### src/rtl/edge_width_pkg.sv
// Shared types and constants for the edge width meter.
package edge_width_pkg;

  localparam int unsigned CNT_W = 8;
  localparam logic [CNT_W-1:0] CNT_MAX = '1;

  typedef enum logic [1:0] {
    IDLE,
    HIGH,
    LOW
  } state_t;

  typedef struct packed {
    logic             level;
    logic [CNT_W-1:0] width;
    logic             sat;
  } width_rec_t;

endpackage

### src/rtl/edge_width_meter_if.sv
// Record output channel: valid/ready handshake plus the {level, width, sat} payload.
interface edge_width_meter_if #(
  parameter int unsigned CNT_W = edge_width_pkg::CNT_W
);

  logic             valid_o;
  logic             ready_i;
  logic             level_o;
  logic [CNT_W-1:0] width_o;
  logic             sat_o;

  modport master (
    output valid_o,
    output level_o,
    output width_o,
    output sat_o,
    input  ready_i
  );

  modport slave (
    input  valid_o,
    input  level_o,
    input  width_o,
    input  sat_o,
    output ready_i
  );

endinterface

### src/rtl/edge_width_meter_sat_counter.sv
// Phase-length counter: loads 1, counts up, sticks at all-ones and latches sat.
module sat_counter #(
  parameter int unsigned W = 8
) (
  input  logic         clk,
  input  logic         reset,
  input  logic         load,
  input  logic         inc,
  output logic [W-1:0] cnt,
  output logic         sat
);

  localparam logic [W-1:0] MAX = '1;

  logic [W-1:0] r_cnt;
  logic         r_sat;

  // sat only sets when an increment is refused, so a phase of exactly MAX is not flagged
  always_ff @(posedge clk or negedge reset) begin
    if (!reset) begin
      r_cnt <= '0;
      r_sat <= 1'b0;
    end else if (load) begin
      r_cnt <= W'(1);
      r_sat <= 1'b0;
    end else if (inc) begin
      if (r_cnt == MAX) begin
        r_sat <= 1'b1;
      end else begin
        r_cnt <= r_cnt + W'(1);
      end
    end
  end

  assign cnt = r_cnt;
  assign sat = r_sat;

endmodule

### src/rtl/edge_width_meter.sv
// Turns edge-detector pulses into one {level, width, sat} record per completed phase,
// offered through a one-entry holding register with sticky overrun/protocol flags.
module edge_width_meter #(
  parameter int unsigned CNT_W = edge_width_pkg::CNT_W
) (
  input  logic               clk,
  input  logic               reset,
  input  logic               rising_edge_i,
  input  logic               falling_edge_i,
  edge_width_meter_if.master rec,
  output logic               overrun_o,
  output logic               proto_err_o
);

  import edge_width_pkg::*;

  state_t           r_state;
  logic             r_valid;
  logic             r_level;
  logic [CNT_W-1:0] r_width;
  logic             r_sat;
  logic             r_overrun;
  logic             r_proto_err;

  logic [CNT_W-1:0] w_cnt;
  logic             w_cnt_sat;
  logic             w_both;
  logic             w_any;
  logic             w_in_high;
  logic             w_in_low;
  logic             w_emit;
  logic             w_load;
  logic             w_inc;
  logic             w_proto;

  assign w_both    = rising_edge_i & falling_edge_i;
  assign w_any     = rising_edge_i | falling_edge_i;
  assign w_in_high = (r_state == HIGH);
  assign w_in_low  = (r_state == LOW);

  // A phase completes only on the opposite edge; a repeated edge is a fault
  assign w_emit  = !w_both && ((w_in_high && falling_edge_i) || (w_in_low && rising_edge_i));
  assign w_proto = w_both || (w_in_high && rising_edge_i) || (w_in_low && falling_edge_i);
  assign w_load  = w_any && !w_both;
  assign w_inc   = !w_any && (r_state != IDLE);

  sat_counter #(
    .W (CNT_W)
  ) u_cnt (
    .clk   (clk),
    .reset (reset),
    .load  (w_load),
    .inc   (w_inc),
    .cnt   (w_cnt),
    .sat   (w_cnt_sat)
  );

  always_ff @(posedge clk or negedge reset) begin
    if (!reset) begin
      r_state     <= IDLE;
      r_valid     <= 1'b0;
      r_level     <= 1'b0;
      r_width     <= '0;
      r_sat       <= 1'b0;
      r_overrun   <= 1'b0;
      r_proto_err <= 1'b0;
    end else begin
      if (w_both) begin
        r_state <= IDLE;
      end else if (rising_edge_i) begin
        r_state <= HIGH;
      end else if (falling_edge_i) begin
        r_state <= LOW;
      end

      if (w_proto) begin
        r_proto_err <= 1'b1;
      end

      // A record arriving while the held one is stalled is dropped, never overwrites
      if (w_emit) begin
        if (!r_valid || rec.ready_i) begin
          r_valid <= 1'b1;
          r_level <= w_in_high;
          r_width <= w_cnt;
          r_sat   <= w_cnt_sat;
        end else begin
          r_overrun <= 1'b1;
        end
      end else if (r_valid && rec.ready_i) begin
        r_valid <= 1'b0;
      end
    end
  end

  assign rec.valid_o  = r_valid;
  assign rec.level_o  = r_level;
  assign rec.width_o  = r_width;
  assign rec.sat_o    = r_sat;
  assign overrun_o    = r_overrun;
  assign proto_err_o  = r_proto_err;

endmodule

### src/flat_wrapper.sv
// flat-port wrapper written by rule: the top's interface ports become plain ports
module edge_width_meter_flat import edge_width_pkg::*;
#(
  parameter int unsigned CNT_W = edge_width_pkg::CNT_W
)
  (clk, reset, rising_edge_i, falling_edge_i, overrun_o, proto_err_o, rec_valid_o, rec_level_o, rec_width_o, rec_sat_o, rec_ready_i);
  edge_width_meter_if #(.CNT_W(CNT_W)) rec_i ();
  input  logic clk;
  input  logic reset;
  input  logic rising_edge_i;
  input  logic falling_edge_i;
  output logic overrun_o;
  output logic proto_err_o;
  output wire logic [$bits(rec_i.valid_o)-1:0] rec_valid_o;
  output wire logic [$bits(rec_i.level_o)-1:0] rec_level_o;
  output wire logic [$bits(rec_i.width_o)-1:0] rec_width_o;
  output wire logic [$bits(rec_i.sat_o)-1:0] rec_sat_o;
  input wire logic [$bits(rec_i.ready_i)-1:0] rec_ready_i;
  assign rec_valid_o = rec_i.valid_o;
  assign rec_level_o = rec_i.level_o;
  assign rec_width_o = rec_i.width_o;
  assign rec_sat_o = rec_i.sat_o;
  assign rec_i.ready_i = rec_ready_i;
  edge_width_meter #(.CNT_W(CNT_W)) u_core (.clk(clk), .reset(reset), .rising_edge_i(rising_edge_i), .falling_edge_i(falling_edge_i), .rec(rec_i), .overrun_o(overrun_o), .proto_err_o(proto_err_o));
endmodule
### config.mk
export PLATFORM = sky130hd
export DESIGN_NAME = edge_width_meter_flat
export DESIGN_NICKNAME = d
export VERILOG_FILES = /design/src/rtl/edge_width_pkg.sv /design/src/rtl/edge_width_meter_if.sv /design/src/rtl/edge_width_meter_sat_counter.sv /design/src/rtl/edge_width_meter.sv /design/src/flat_wrapper.sv
export SDC_FILE = /design/constraint.sdc
export NUM_CORES = 1
export LEC_CHECK = 0
export ABC_AREA = 1
export CAP_MARGIN = 20
export CORE_MARGIN = 2
export CORE_UTILIZATION = 39
export DETAILED_ROUTE_END_ITERATION = 8
export GPL_TIMING_DRIVEN = 0
export RECOVER_POWER = 25
export SLEW_MARGIN = 10
export SYNTH_ARGS = -nofsm -noshare
export SYNTH_HDL_FRONTEND = slang
export SYNTH_SLANG_ARGS = --single-unit
### constraint.sdc
create_clock -name clk -period 2.4 [get_ports clk]
set_clock_uncertainty 0.15 [all_clocks]
set_input_delay 0.24 -clock clk [delete_from_list [all_inputs] [get_ports clk]]
set_output_delay 0.24 -clock clk [all_outputs]
set_load 0.005 [all_outputs]
==> results.md <==
- Clock transition at path regs: 0.13 ns
- H-tree Lvls: 1
- Total wire length: 2420 um
- Cells after Synth: roughly 150
- Fill cells: slightly above 300
- Worst setup SP type: input pin
- Area Growth Syn to Fin: 22.1%
- Worst slew margin: 13.9%
- Setup CP Type: input pin to flip-flop
- Critical path, cell by cell: clkdlybuf4s50_1 -> inv_1 -> ha_1 -> inv_1 -> nand3_4 -> nand2_4 -> buf_8 -> nand2_1 -> o21ai_2
- Total track usage: 14.6%
- Fin worst setup slack: ~0.61 ns
- Synth async-reset ratio: 100%
- Worst hold path type: flip-flop to flip-flop
- # diodes: 0
- Synth Area in Simple Gates: 34.4%
- First-pass GRT wire length: between 4000 and 5000 um
- Critical path's slowest cell: clkdlybuf4s50_1
- WL/cell: 11.1 um
- Congestion Overflow GR: 0
- Initial antenna violation count: 0
- DR vias: 1,031
- Hold Vio Cnt, Final: 0
- Number of synthesized flops with an enable pin: 0
- Num Clock Sinks: 24
- Mapped cell area: 1270 sq um
- Antenna-violating nets left: 0
- Syn_nets: 162
- Most common cell after layout, fill and taps aside: nand2_1
- Initial core utilization: between 40% and 50%
- Setup violations, final: 0
- Clk root buf: clkbuf_4
- Post-Synth XOR/XNOR Area: 0%
- Vias in the first global route: 909
- Drc violations: 0
- Number of DRC markers in iteration 0: 27
- Row cnt: 20
- Number of max-cap violations: 0
- Dpl cells: 213
- Worst R2R Setup Slack: 0.83 ns
- CP peak stage delay: 0.58 ns
- Register area share after synthesis: 47.1%
- CTS tree: built
- Flops & latches, synth: 24
- Post-layout nets: 185
- Number of vias per cell: 4.73
- Clk_lat worst skew: roughly 0.31 ns
- Pre-CTS WS: 0.278 ns
- Finished Layout Cells: 218
- Power Density: 641 nW/um^2
- IO buf count: 17
- Post-detail-place hpwl: 1900 um
- Worst setup EP type: flip-flop
- Mean Syn Cell Area: 8.39 sq um
- Peak supply drop: 0.405 mV
- Max Root-Sink Buffers: 2
- # IOs: 18
- Die area: roughly 3700 sq um
- Most frequent cells in the layout: nand2_1, dfrtp_1, clkdlybuf4s50_1
- Setup TNS: 0 ns
- Largest net degree at the start of global routing: 25
- Post-route cell area: 1560 sq um
- Netlist cell types: 27
- PostCTS Resize Cnt: 0
- Worst slew pin tran: ~1.3 ns
- Period utilization: 74.6%
- Worst EP required: 2.50 ns
- Core Box Area: ~3100 sq um
- Placed cell areas: 1500 sq um
- Top cell by count, worst path: inv_1
- RSZ-0062 raised after global routing: no
- Drt pass-1 iters: 4
- Routability congestion estimate: 0.828
- Die height: between 60 and 70 um
- Multiplexer area fraction after synthesis: 0%
- Synth Area in Compound Gates: 6.97%
- Layout cells sized above 1: around 12%
- Synth Area in Adders: 4.91%
- Outcome: finished, final reports clean
- Max FO, Critical Path: 10
- Pleak: 0.776 nW
- Slew Viols, Final: 0
- Fmax: 559 MHz
- Die width: around 61 um
- CTS buffer count: 3
- Yosys warns: 0
- Main combinational cell family by area after synthesis: simple AND/OR/NAND/NOR gates
- Top FF cell, synth: dfrtp_1
- Crit path time final: roughly 1.8 ns
- CP arrival: 1.89 ns
## Yosys cell counts (all sizes together), types with 2 or more instances
| library cell | instances | area share (%) |
|---|---|---|
| o21ai | 8 | 4.3 |
| inv | 15 | 4.4 |
| nand3 | 10 | 5.3 |
| nand4 | 10 | 4.9 |
| buf | 2 | 1.6 |
| nand2 | 60 | 19 |
| nor2 | 9 | 4.5 |
| ha | 5 | 4.9 |
| clkbuf | 2 | 0.59 |
| dfrtp | 24 | 47 |
## final cells by class
cell class              instances  area [sq um]  area share (%)
plain buffers                   4          27.5            1.77
well taps                      44          55.1            3.54
clock buffers                   3          22.5            1.45
repair buffers                 18           174            11.2
multi-input cells             109           591            37.9
inverters                      15          56.3            3.62
flip-flops and latches         24           601            38.6
clock inverters                 1          30.0            1.93
## power breakdown
group          internal (mW)  switching [mW]  leakage [nW]
Sequential             0.452          0.0403         0.316
Clock                  0.169           0.122        0.0279
Combinational          0.110           0.105         0.432
## routing by layer
layer	global-route usage, %	wire (um)	up-vias
met4	1.86	0	0
met2	24.3	1200	23
li1	-	-	539
met3	3.78	82	0
met5	0	0	-
met1	19.7	1140	469
## final timing paths
kind,start,end,cells past startpoint
max,rising_edge_i,u_core.u_cnt.cnt[2],9
min,u_core.rec.width_o[0],u_core.rec.width_o[0],2
max reg2reg,u_core.u_cnt.cnt[0],u_core.u_cnt.cnt[2],8
min reg2reg,u_core.rec.width_o[0],u_core.rec.width_o[0],2
max in group asynchronous,reset,u_core.u_cnt.cnt[1],2
min in group asynchronous,reset,u_core.proto_err_o,2
## critical path: cells and delay by family
family                     cells  cell delay (ns)
AOI/OAI and AO/OA              1             0.06
buffers and inverters          4             0.99
and+or+nand+nor                3             0.24
adders and majority gates      1             0.35
## cells by family (layout without fill, tap and decap cells)
family                     Yosys count  after routing
and+or+nand+nor                     91             91
buffers and inverters               19             41
DFF                                 24             24
adders and majority gates            5              5
AOI/OAI and AO/OA                   13             13
## registers in the layout (all words and copies together) (netlist names)
name	flops
u_core.rec.width_o	8
u_core.u_cnt.cnt	8
u_core.r_state	2
u_core.overrun_o	1
u_core.proto_err_o	1
u_core.rec.level_o	1
u_core.rec.sat_o	1
u_core.rec.valid_o	1
u_core.u_cnt.sat	1
## metrics by stage
stage / hold slack [ns] / power, mW / utilization, %
2_1_floorplan: -0.206 / 0.608 / -
3_3_place_gp: 0.306 / 0.711 / 48.7
3_5_place_dp: 0.308 / 0.719 / 48.7
4_1_cts: 0.341 / 1.02 / 50.4
5_1_grt: 0.356 / 1.06 / 50.6
6_report: 0.336 / 0.998 / 50.6
## repair_timing
item	in CTS	in global routing
hold endpoints to repair	0	24
setup buffers	0	0
hold buffers	0	1
setup endpoints to repair	0	0
Power figures use the tool's default switching activity.
